$ cat src/rtl/imem_port_arbiter_if.sv
// imem_port_arbiter_if: fetch, loader and RAM-macro signals of the instruction RAM port arbiter.
// Rev 1.0 - initial release.
`default_nettype none

interface imem_port_arbiter_if #(
  parameter int ADDR_W = 6,
  parameter int DATA_W = 32
);
  logic              f_req;
  logic [31:0]       f_addr;
  logic              f_gnt;
  logic              f_rvalid;
  logic [DATA_W-1:0] f_rdata;
  logic              cpu_stall;

  logic              l_req;
  logic              l_we;
  logic [31:0]       l_addr;
  logic [DATA_W-1:0] l_wdata;
  logic              l_gnt;
  logic              l_rvalid;
  logic [DATA_W-1:0] l_rdata;
  logic              l_err;
  logic [15:0]       l_count;

  logic              mem_en;
  logic              mem_we;
  logic [ADDR_W-1:0] mem_addr;
  logic [DATA_W-1:0] mem_wdata;
  logic [DATA_W-1:0] mem_rdata;

  // Arbiter side
  modport slave (
    input  f_req, f_addr, l_req, l_we, l_addr, l_wdata, mem_rdata,
    output f_gnt, f_rvalid, f_rdata, cpu_stall,
    output l_gnt, l_rvalid, l_rdata, l_err, l_count,
    output mem_en, mem_we, mem_addr, mem_wdata
  );

  // Requesters and RAM macro side
  modport master (
    output f_req, f_addr, l_req, l_we, l_addr, l_wdata, mem_rdata,
    input  f_gnt, f_rvalid, f_rdata, cpu_stall,
    input  l_gnt, l_rvalid, l_rdata, l_err, l_count,
    input  mem_en, mem_we, mem_addr, mem_wdata
  );
endinterface

`default_nettype wire

$ cat src/rtl/imem_port_arbiter.sv
// imem_port_arbiter: shares the single-port instruction RAM between CPU fetch and a program loader.
// Rev 1.0 - initial release.
`default_nettype none

module imem_port_arbiter #(
  parameter int ADDR_W = 6,
  parameter int DATA_W = 32
) (
  input  logic                 clk,
  input  logic                 reset_n,
  imem_port_arbiter_if.slave   io_bus
);

  typedef enum logic [1:0] {
    RUN    = 2'd0,
    DRAIN  = 2'd1,
    LOAD   = 2'd2,
    RESUME = 2'd3
  } state_t;

  state_t            r_state;
  state_t            w_next;

  logic              w_f_in_range;
  logic              w_l_in_range;
  logic              w_f_gnt;
  logic              w_l_gnt;
  logic              w_mem_en;
  logic              w_mem_we;
  logic [ADDR_W-1:0] w_mem_addr;
  logic [DATA_W-1:0] w_mem_wdata;
  logic [DATA_W-1:0] w_f_rdata;
  logic [DATA_W-1:0] w_l_rdata;
  logic              w_unused_addr_bits;

  logic              r_f_rv;
  logic              r_f_ok;
  logic              r_l_rv;
  logic              r_l_ok;
  logic [DATA_W-1:0] r_f_hold;
  logic [DATA_W-1:0] r_l_hold;
  logic              r_l_err;
  logic [15:0]       r_l_count;

  assign w_f_in_range       = (io_bus.f_addr[31:ADDR_W+2] == '0);
  assign w_l_in_range       = (io_bus.l_addr[31:ADDR_W+2] == '0);
  assign w_unused_addr_bits = ^{io_bus.f_addr[1:0], io_bus.l_addr[1:0]};

  always_comb begin
    w_next      = r_state;
    w_f_gnt     = 1'b0;
    w_l_gnt     = 1'b0;
    w_mem_en    = 1'b0;
    w_mem_we    = 1'b0;
    w_mem_addr  = '0;
    w_mem_wdata = '0;
    case (r_state)
      RUN: begin
        // The fetch issued alongside a new loader request is still served.
        w_f_gnt  = io_bus.f_req;
        w_mem_en = io_bus.f_req & w_f_in_range;
        if (io_bus.f_req) begin
          w_mem_addr = io_bus.f_addr[ADDR_W+1:2];
        end
        if (io_bus.l_req) begin
          w_next = DRAIN;
        end
      end
      // A fetch read always completes in one cycle, so one drain cycle suffices.
      DRAIN: w_next = LOAD;
      LOAD: begin
        if (io_bus.l_req) begin
          w_l_gnt     = 1'b1;
          w_mem_en    = 1'b1;
          w_mem_we    = io_bus.l_we & w_l_in_range;
          w_mem_addr  = io_bus.l_addr[ADDR_W+1:2];
          w_mem_wdata = io_bus.l_wdata;
        end else begin
          w_next = RESUME;
        end
      end
      RESUME:  w_next = RUN;
      default: w_next = RUN;
    endcase
  end

  // Read data is steered to the issuing requester and held between reads.
  assign w_f_rdata = r_f_rv ? (r_f_ok ? io_bus.mem_rdata : '0) : r_f_hold;
  assign w_l_rdata = r_l_rv ? (r_l_ok ? io_bus.mem_rdata : '0) : r_l_hold;

  always_ff @(posedge clk or negedge reset_n) begin
    if (!reset_n) begin
      r_state   <= RUN;
      r_f_rv    <= 1'b0;
      r_f_ok    <= 1'b0;
      r_l_rv    <= 1'b0;
      r_l_ok    <= 1'b0;
      r_f_hold  <= '0;
      r_l_hold  <= '0;
      r_l_err   <= 1'b0;
      r_l_count <= 16'd0;
    end else begin
      r_state  <= w_next;
      r_f_rv   <= w_f_gnt;
      r_f_ok   <= w_f_in_range;
      r_l_rv   <= w_l_gnt & ~io_bus.l_we;
      r_l_ok   <= w_l_in_range;
      r_f_hold <= w_f_rdata;
      r_l_hold <= w_l_rdata;
      if (w_l_gnt && !w_l_in_range) begin
        r_l_err <= 1'b1;
      end
      if (w_l_gnt && io_bus.l_we && w_l_in_range && (r_l_count != 16'hFFFF)) begin
        r_l_count <= r_l_count + 16'd1;
      end
    end
  end

  // Request-derived outputs are forced low while reset is asserted.
  assign io_bus.f_gnt     = reset_n & w_f_gnt;
  assign io_bus.l_gnt     = reset_n & w_l_gnt;
  assign io_bus.mem_en    = reset_n & w_mem_en;
  assign io_bus.mem_we    = reset_n & w_mem_we;
  assign io_bus.mem_addr  = reset_n ? w_mem_addr : '0;
  assign io_bus.mem_wdata = reset_n ? w_mem_wdata : '0;
  assign io_bus.cpu_stall = (r_state != RUN);
  assign io_bus.f_rvalid  = r_f_rv;
  assign io_bus.f_rdata   = w_f_rdata;
  assign io_bus.l_rvalid  = r_l_rv;
  assign io_bus.l_rdata   = w_l_rdata;
  assign io_bus.l_err     = r_l_err;
  assign io_bus.l_count   = r_l_count;

endmodule

`default_nettype wire

$ cat src/flat_wrapper.sv
// flat-port wrapper written by rule: the top's interface ports become plain ports
module imem_port_arbiter_flat 
#(
  parameter int ADDR_W = 6,
  parameter int DATA_W = 32
)
  (clk, reset_n, io_bus_f_req, io_bus_f_addr, io_bus_l_req, io_bus_l_we, io_bus_l_addr, io_bus_l_wdata, io_bus_mem_rdata, io_bus_f_gnt, io_bus_f_rvalid, io_bus_f_rdata, io_bus_cpu_stall, io_bus_l_gnt, io_bus_l_rvalid, io_bus_l_rdata, io_bus_l_err, io_bus_l_count, io_bus_mem_en, io_bus_mem_we, io_bus_mem_addr, io_bus_mem_wdata);
  imem_port_arbiter_if #(.ADDR_W(ADDR_W), .DATA_W(DATA_W)) io_bus_i ();
  input  logic clk;
  input  logic reset_n;
  input wire logic [$bits(io_bus_i.f_req)-1:0] io_bus_f_req;
  input wire logic [$bits(io_bus_i.f_addr)-1:0] io_bus_f_addr;
  input wire logic [$bits(io_bus_i.l_req)-1:0] io_bus_l_req;
  input wire logic [$bits(io_bus_i.l_we)-1:0] io_bus_l_we;
  input wire logic [$bits(io_bus_i.l_addr)-1:0] io_bus_l_addr;
  input wire logic [$bits(io_bus_i.l_wdata)-1:0] io_bus_l_wdata;
  input wire logic [$bits(io_bus_i.mem_rdata)-1:0] io_bus_mem_rdata;
  output wire logic [$bits(io_bus_i.f_gnt)-1:0] io_bus_f_gnt;
  output wire logic [$bits(io_bus_i.f_rvalid)-1:0] io_bus_f_rvalid;
  output wire logic [$bits(io_bus_i.f_rdata)-1:0] io_bus_f_rdata;
  output wire logic [$bits(io_bus_i.cpu_stall)-1:0] io_bus_cpu_stall;
  output wire logic [$bits(io_bus_i.l_gnt)-1:0] io_bus_l_gnt;
  output wire logic [$bits(io_bus_i.l_rvalid)-1:0] io_bus_l_rvalid;
  output wire logic [$bits(io_bus_i.l_rdata)-1:0] io_bus_l_rdata;
  output wire logic [$bits(io_bus_i.l_err)-1:0] io_bus_l_err;
  output wire logic [$bits(io_bus_i.l_count)-1:0] io_bus_l_count;
  output wire logic [$bits(io_bus_i.mem_en)-1:0] io_bus_mem_en;
  output wire logic [$bits(io_bus_i.mem_we)-1:0] io_bus_mem_we;
  output wire logic [$bits(io_bus_i.mem_addr)-1:0] io_bus_mem_addr;
  output wire logic [$bits(io_bus_i.mem_wdata)-1:0] io_bus_mem_wdata;
  assign io_bus_i.f_req = io_bus_f_req;
  assign io_bus_i.f_addr = io_bus_f_addr;
  assign io_bus_i.l_req = io_bus_l_req;
  assign io_bus_i.l_we = io_bus_l_we;
  assign io_bus_i.l_addr = io_bus_l_addr;
  assign io_bus_i.l_wdata = io_bus_l_wdata;
  assign io_bus_i.mem_rdata = io_bus_mem_rdata;
  assign io_bus_f_gnt = io_bus_i.f_gnt;
  assign io_bus_f_rvalid = io_bus_i.f_rvalid;
  assign io_bus_f_rdata = io_bus_i.f_rdata;
  assign io_bus_cpu_stall = io_bus_i.cpu_stall;
  assign io_bus_l_gnt = io_bus_i.l_gnt;
  assign io_bus_l_rvalid = io_bus_i.l_rvalid;
  assign io_bus_l_rdata = io_bus_i.l_rdata;
  assign io_bus_l_err = io_bus_i.l_err;
  assign io_bus_l_count = io_bus_i.l_count;
  assign io_bus_mem_en = io_bus_i.mem_en;
  assign io_bus_mem_we = io_bus_i.mem_we;
  assign io_bus_mem_addr = io_bus_i.mem_addr;
  assign io_bus_mem_wdata = io_bus_i.mem_wdata;
  imem_port_arbiter #(.ADDR_W(ADDR_W), .DATA_W(DATA_W)) u_core (.clk(clk), .reset_n(reset_n), .io_bus(io_bus_i));
endmodule
$ cat config.mk
export PLATFORM = sky130hd
export DESIGN_NAME = imem_port_arbiter_flat
export DESIGN_NICKNAME = d
export VERILOG_FILES = /design/src/rtl/imem_port_arbiter_if.sv /design/src/rtl/imem_port_arbiter.sv /design/src/flat_wrapper.sv
export SDC_FILE = /design/constraint.sdc
export NUM_CORES = 1
export LEC_CHECK = 0
export ABC_AREA = 0
export ABC_CLOCK_PERIOD_IN_PS = 4800
export CAP_MARGIN = 20
export CORE_AREA = 2 2 101 103
export DETAILED_ROUTE_END_ITERATION = 16
export DIE_AREA = 0 0 103 105
export DONT_BUFFER_PORTS = 1
export HOLD_SLACK_MARGIN = 0.1
export RECOVER_POWER = 25
export SYNTH_ARGS = -nofsm -noshare
export SYNTH_HDL_FRONTEND = slang
export SYNTH_SLANG_ARGS = --single-unit
$ cat constraint.sdc
create_clock -name clk -period 4.8 [get_ports clk]
set_clock_uncertainty 0.15 [all_clocks]
set_input_delay 0.72 -clock clk [delete_from_list [all_inputs] [get_ports clk]]
set_output_delay 0.72 -clock clk [all_outputs]
set_load 0.03 [all_outputs]
=== After elaboration in Yosys (flattened, before gate mapping) ===
Cells that the tools add are included.

* Bitwise gates (word level): 8
* Reductions and logical operators: 10
* Eq/ne operators: 6
* Multiplexer cells: 20
* Add/subtract/negate cells: 1

{| class="wikitable"
|+ Operator list
! kind !! count
|-
| 2-to-1 mux 32 bit || 7
|-
| logical NOT 24 bit || 2
|-
| 2-to-1 mux 6 bit || 3
|-
| adder 16 x 1 -> 16 bit (second input constant) || 1
|-
| inequality test 16 bit (second input constant) || 1
|-
| one-hot mux 6 bit (2 select lines) || 1
|-
| one-hot mux 2 bit (4 select lines) || 1
|-
| bitwise AND 1 bit || 7
|-
| 2-to-1 mux 1 bit || 5
|-
| equality test 2 bit (second input constant) || 2
|-
| logical AND 1 bit || 4
|-
| 2-to-1 mux 2 bit || 2
|-
| inequality test 2 bit (second input constant) || 2
|-
| equality test 2 x 1 -> 1 bit (second input constant) || 1
|-
| logical NOT 2 bit || 1
|-
| one-hot mux 1 bit (2 select lines) || 1
|-
| AND reduction 2 bit || 1
|-
| nonzero test 2 bit || 1
|-
| logical NOT 1 bit || 1
|-
| inverter 1 bit || 1
|}

* Input bits: 133
* Register bits after elaboration: 87
* Logic and storage cells: 54
* Output and inout port bits: 126

=== Longest topological paths before layout ===
* Depth after elaboration: 5
* Gate-level depth with buffers: 9
* Mapped depth without buffers: 7

=== Worst setup path after synthesis ===
OpenSTA, ideal clock, no wires.

* Path kind: input -> output
* From: input port io_bus_l_addr[27]
* To: output port io_bus_mem_we
* Stages: 4
* Path buffers: 0
* Path slack: 2187 ps
* Data arrival time: 1743 ps
* Required time: 3930 ps
* Path through: nor4_2 > nand4_2 > nor3_1 > and2_1

* Cells in the longest elaborated chain, start to end: 5

{| class="wikitable"
|+ Ends and longest elaborated chain
! what !! RTL line !! source
|-
| start: declaration || flat_wrapper.sv:15 || <nowiki>input wire logic [$bits(io_bus_i.l_addr)-1:0] io_bus_l_addr;</nowiki>
|-
| logical NOT 24 bit || imem_port_arbiter.sv:46 || <nowiki>assign w_l_in_range = (io_bus.l_addr[31:ADDR_W+2] == '0);</nowiki>
|-
| bitwise AND 1 bit || imem_port_arbiter.sv:75 || <nowiki>w_mem_we = io_bus.l_we & w_l_in_range;</nowiki>
|-
| 2-to-1 mux 1 bit || imem_port_arbiter.sv:72 || <nowiki>if (io_bus.l_req) begin</nowiki>
|-
| 2-to-1 mux 1 bit || imem_port_arbiter.sv:57 || <nowiki>case (r_state)</nowiki>
|-
| bitwise AND 1 bit || imem_port_arbiter.sv:123 || <nowiki>assign io_bus.mem_we = reset_n & w_mem_we;</nowiki>
|-
| end: declaration || flat_wrapper.sv:28 || <nowiki>output wire logic [$bits(io_bus_i.mem_we)-1:0] io_bus_mem_we;</nowiki>
|}

Every way passes these cells.

=== Worst setup path in the final report ===
* From: register u_core.r_state[0]
* To: output port io_bus_mem_wdata[2]

* Cells in the longest elaborated chain, start to end: 3

{| class="wikitable"
|+ Ends and longest elaborated chain
! what !! RTL line !! source
|-
| start: declaration || imem_port_arbiter.sv:21 || <nowiki>state_t r_state;</nowiki>
|-
| start signal: assignment || imem_port_arbiter.sv:103 || <nowiki>r_state <= w_next;</nowiki>
|-
| equality test 2 bit || imem_port_arbiter.sv:57 ||
|-
| 2-to-1 mux 32 bit || imem_port_arbiter.sv:57 ||
|-
| 2-to-1 mux 32 bit || imem_port_arbiter.sv:125 || <nowiki>assign io_bus.mem_wdata = reset_n ? w_mem_wdata : '0;</nowiki>
|-
| end: declaration || flat_wrapper.sv:30 || <nowiki>output wire logic [$bits(io_bus_i.mem_wdata)-1:0] io_bus_mem_wdata;</nowiki>
|}

Every way passes these cells.

==> results list <==
- Post-synth top area share: ~54%
- Design Area, Final: roughly 4400 um2
* Wire length of the first global-routing pass: roughly 16 mm
* Final Routed Wirelength: ~11 mm
* Period utilization: 67.4%
- After clock tree synthesis, the clock-pin slew on the worst setup and hold paths is around 0.08 ns.
- By area, the combinational part of the netlist is dominated by simple AND/OR/NAND/NOR gates.
* Timing-limited maximum frequency: approximately 310 MHz
- Number of design-rule violations left by the first detailed-router iteration: 136
- After detailed routing, the average wire length per cell comes to 19.4 um.
- sky130_fd_sc_hd__dfrtp_1 takes more of the synthesized area than any other cell.
- Antenna cells: 0
- TritonCTS built the clock tree.
- Post-synthesis net count: 579
* Netlist area before placement: 4040 um2
- Worst IR drop on VDD: between 0.0002 and 0.00025 V
- Number of DRC violations after detailed routing: 0
- Setup TNS Final: 0 ns
- The largest single stage delay on the critical path is around 0.82 ns.
- Ratio of routed vias to standard cells: 5.30
- Setup violations remaining at the end of the flow were counted as 0.
- Dpl cell area: a little over 4000 um2
* Slew Limit Fails: 88
- The region available for standard cell placement spans slightly below 10000 um2.
- Detailed-placement wirelength estimate: 8.30 mm
- GR met2 Demand/Resource: 31.4%
* Area growth syn-to-layout: 9.16%
- Boundary Pins: 259
- Walking the worst path, the cells encountered are inv_1, ha_1, and3_1, and2_1.
- Net load switching power: a little under 700 uW
- Counting the buffers created by CTS gives 9.
* Cell at the slowest stage of the critical path: sky130_fd_sc_hd__and3_1
* Required @ worst endpoint: 3.93 ns
* Adder and majority gate portion of the synthesized area: less than 1%
- After the last flow step, the layout net total stands at just under 600.
- Buffers & Inverters on Critical Path: 1
- Internal power comes to approximately 1.1 mW.
- Register cell area after layout: about 2200 um2
- Part of the power in combinational logic: 25.7%
- Areal power density over the cells: 415 nW/um2
- Standby leakage power: ~1.9 nW
* Total vias in the final route: ~3.1k
- The run finished, with violations left.
- Deepest clock path buffer count: 2
- Die area: around 11000 um2
- Cell family with most CP delay: simple AND/OR/NAND/NOR gates
- Type of the setup path with the least slack: reg2out
- The final reports fail on capacitance limit, slew limit.
- Worst path setup slack after routing: 1.57 ns
- Highest-utilization routing layer at the global route stage: met2
- Post-Place Cells: about 560
* Weighted congestion at the end of routability-driven global placement: slightly below 0.9
- Synthesis warning total: 0
- Largest fanout on the critical path: 33
* Final Hold Viols: 0
- In this run the tool buffered the top-level ports with 0 buffer cells.
- Kind of end point of the critical path: primary output
- Met3 usage in global routing: 6.42%
- The number of global-route vias before repair came to 2924.
- Per report_power, the sequential group accounts for a little under half of the total.
- CP Data Arrival Time: 2.36 ns
- Power comes to ~1.8 mW.
- Area fraction in and, or, nand and nor cells after synthesis: between 20% and 30%
- Max-Slew Margin vs Limit: -39.4%
- Met1 track demand over resource in global routing: 26.7%
- Initial antenna violation count: 0
* Area share of xor/xnor cells in the synthesized design: ~2.8%
- Die X: between 100 and 150 um
* Register area share after synthesis: about 54%
* Maximum capacitance violations: 1
- The floorplan has 36 rows.
- At the pin with the least slew margin, the transition time is around 2.1 ns.
- Global routing finished with a remaining overflow of 0.
- Synth cell types: 31
- H-tree depth: 3
- The clock drives just under 90 sinks.
* Filler cell count in the final layout: roughly 930
- The tightest min-delay check is of the in2reg type.
- Once the floorplan was initialized, standard cells occupied 41.9% of the core.
* Maximum number of pins on one net before global-route repair: between 80 and 90
- DR pass1 iterations: 4
* Non-filler instance count after layout: 580
- Once detail routing completed, the nets flagged for antenna violations numbered 0.
- Area of combinational cells with multiple inputs: around 1500 um2
* Mapped Cells: ~440
* Top cells by area, synth: sky130_fd_sc_hd__dfrtp_1 (54%), sky130_fd_sc_hd__o21ai_0 (7.9%), sky130_fd_sc_hd__inv_1 (6.3%), sky130_fd_sc_hd__and2_1 (5.6%), sky130_fd_sc_hd__nand3_1 (5.1%)
- The clock period could shrink to roughly 3.2 ns.
- DIE HEIGHT: 105 um
- Cells with a size suffix above 1 make up 7.38% of the layout.
- Mux share of post-synthesis cell area: less than 1%
- The synthesized netlist devotes 9.94% of its cell area to compound gates.
- The clock network is responsible for 27.9% of the overall power.
- At the later pin of the worst-skew pair, clock insertion delay measures about 0.35 ns.
- Net switching is 37.5% of the power.
- Prior to clock tree synthesis, the placed netlist has a worst setup slack of roughly 1.9 ns.
- Clock Root Buffer: sky130_fd_sc_hd__clkbuf_8
- A synthesized cell averages between 9 and 10 um2.
* Startpoint types: flip-flop
- Setup repair after global routing left no endpoint under its margin.
* Global-route usage over all layers: around 20%
- Flops & latches, synth: 87
==> layout by cell type (no fill, tap or decap), types with 2 or more instances in the layout <==
cell type	instances
sky130_fd_sc_hd__ha_1	3
sky130_fd_sc_hd__clkbuf_1	7
sky130_fd_sc_hd__and3_1	9
sky130_fd_sc_hd__nand3_1	41
sky130_fd_sc_hd__and2_1	36
sky130_fd_sc_hd__a21oi_1	3
sky130_fd_sc_hd__nor4_2	3
sky130_fd_sc_hd__inv_1	68
sky130_fd_sc_hd__mux2_2	2
sky130_fd_sc_hd__dfrtp_1	86
sky130_fd_sc_hd__nor4_1	8
sky130_fd_sc_hd__xnor2_1	13
sky130_fd_sc_hd__clkbuf_4	3
sky130_fd_sc_hd__nand2_1	41
sky130_fd_sc_hd__o21ai_0	64
sky130_fd_sc_hd__clkbuf_8	10
sky130_fd_sc_hd__a22oi_1	6
sky130_fd_sc_hd__nor2_1	15
sky130_fd_sc_hd__buf_4	2
sky130_fd_sc_hd__nand4_1	8
==> synth_stat cells <==
| library cell | instances |
|---|---|
| sky130_fd_sc_hd__buf_2 | 3 |
| sky130_fd_sc_hd__mux2_2 | 2 |
| sky130_fd_sc_hd__mux2_1 | 1 |
| sky130_fd_sc_hd__o21ai_1 | 1 |
| sky130_fd_sc_hd__a31o_2 | 1 |
| sky130_fd_sc_hd__nand3_1 | 41 |
| sky130_fd_sc_hd__nand2b_1 | 1 |
| sky130_fd_sc_hd__dfrtp_1 | 87 |
| sky130_fd_sc_hd__nor4_2 | 3 |
| sky130_fd_sc_hd__and3_1 | 9 |
| sky130_fd_sc_hd__ha_1 | 3 |
| sky130_fd_sc_hd__nand4b_1 | 1 |
| sky130_fd_sc_hd__nand4_2 | 1 |
| sky130_fd_sc_hd__a22oi_1 | 6 |
| sky130_fd_sc_hd__nor2_1 | 15 |
| sky130_fd_sc_hd__clkbuf_1 | 17 |
| sky130_fd_sc_hd__a21oi_1 | 3 |
| sky130_fd_sc_hd__nand2_1 | 41 |
| sky130_fd_sc_hd__nand2_2 | 1 |
| sky130_fd_sc_hd__nand4_1 | 8 |
| sky130_fd_sc_hd__nor4b_4 | 1 |
| sky130_fd_sc_hd__o21bai_1 | 1 |
| sky130_fd_sc_hd__o21ai_0 | 64 |
| sky130_fd_sc_hd__xnor2_1 | 13 |
| sky130_fd_sc_hd__nor4_1 | 8 |
| sky130_fd_sc_hd__nor4_4 | 1 |
| sky130_fd_sc_hd__nor3_2 | 1 |
| sky130_fd_sc_hd__nor3_1 | 1 |
| sky130_fd_sc_hd__buf_1 | 4 |
| sky130_fd_sc_hd__inv_1 | 68 |
| sky130_fd_sc_hd__and2_1 | 36 |
==> power groups by stage <==
stage	sequential [mW]	combinational (mW)	clock, mW
2_1_floorplan	0.850	0.391	0
3_3_place_gp	0.879	0.423	0
3_5_place_dp	0.884	0.431	0
4_1_cts	0.869	0.450	0.526
5_1_grt	0.860	0.516	0.554
6_report	0.850	0.470	0.512
==> state kept, by name, summed over array words and instances (netlist names) <==
signal / flops
u_core.r_f_hold: 32
u_core.r_l_hold: 32
u_core.io_bus.f_rvalid: 1
u_core.io_bus.l_count: 16
u_core.r_f_ok: 1
u_core.r_l_ok: 1
u_core.io_bus.l_rvalid: 1
u_core.io_bus.l_err: 1
u_core.r_state: 2
==> through the flow <==
step | hold WS (ns) | util [%]
after floorplan | 0.274 | -
after global routing | 0.252 | 45.8
after global placement | 0.276 | 42.8
after CTS | 0.117 | 45.4
after detailed placement | 0.277 | 43.1
final | 0.277 | 45.8
==> cells by family (layout without fill, tap and decap cells) <==
kind of cell             after synthesis  in the layout
flip-flops                            87             87
adder cells (fa/ha/maj)                3              3
multiplexers                           3              3
buffers and inverters                 92             96
AO/OA/AOI/OAI                         76             76
XOR/XNOR                              13             13
AND/OR/NAND/NOR                      169            169
==> layout make-up <==
cell class	count	share of cell area, %
Multi-Input combinational cell	264	34.3
Timing Repair Buffer	12	2.38
Clock buffer	13	3.37
Inverter	68	5.79
Sequential cell	87	49.4
Tap cell	133	3.77
Clock inverter	3	0.964
==> worst paths after layout <==
kind | endpoint | slack [ns] | cells after the start | start
worst max-delay path | io_bus_mem_wdata[2] | 1.57 | 4 | u_core.r_state[0]$_DFFE_PN0P_
worst min-delay path | u_core.io_bus.l_rvalid$_DFF_PN0_ | 0.28 | 1 | io_bus_l_we
worst max register to register | u_core.io_bus.l_count[1]$_DFFE_PN0P_ | 2.20 | 6 | u_core.io_bus.l_count[0]$_DFFE_PN0P_
worst min register to register | u_core.r_state[0]$_DFFE_PN0P_ | 0.37 | 2 | u_core.r_state[0]$_DFFE_PN0P_
max in group asynchronous | u_core.io_bus.l_rvalid$_DFF_PN0_ | 2.29 | 1 | reset_n
min in group asynchronous | u_core.r_f_hold[18]$_DFF_PN0_ | 0.81 | 1 | reset_n
==> repair_timing <==
| item | CTS | global route |
|---|---|---|
| setup endpoints to repair | 0 | 0 |
| endpoints found under the hold margin | 87 | 0 |
| gates resized for setup | 0 | 0 |
| hold buffers | 1 | 0 |
| setup buffers | 0 | 0 |
==> layer usage <==
metal	up-vias	routed length, um	share of wire, %
li1	1437	-	-
met1	1455	4690	42
met2	172	5260	47
met3	11	1120	10
met4	0	174	1.5
met5	-	0	0
(Power assumes the default switching activity.)
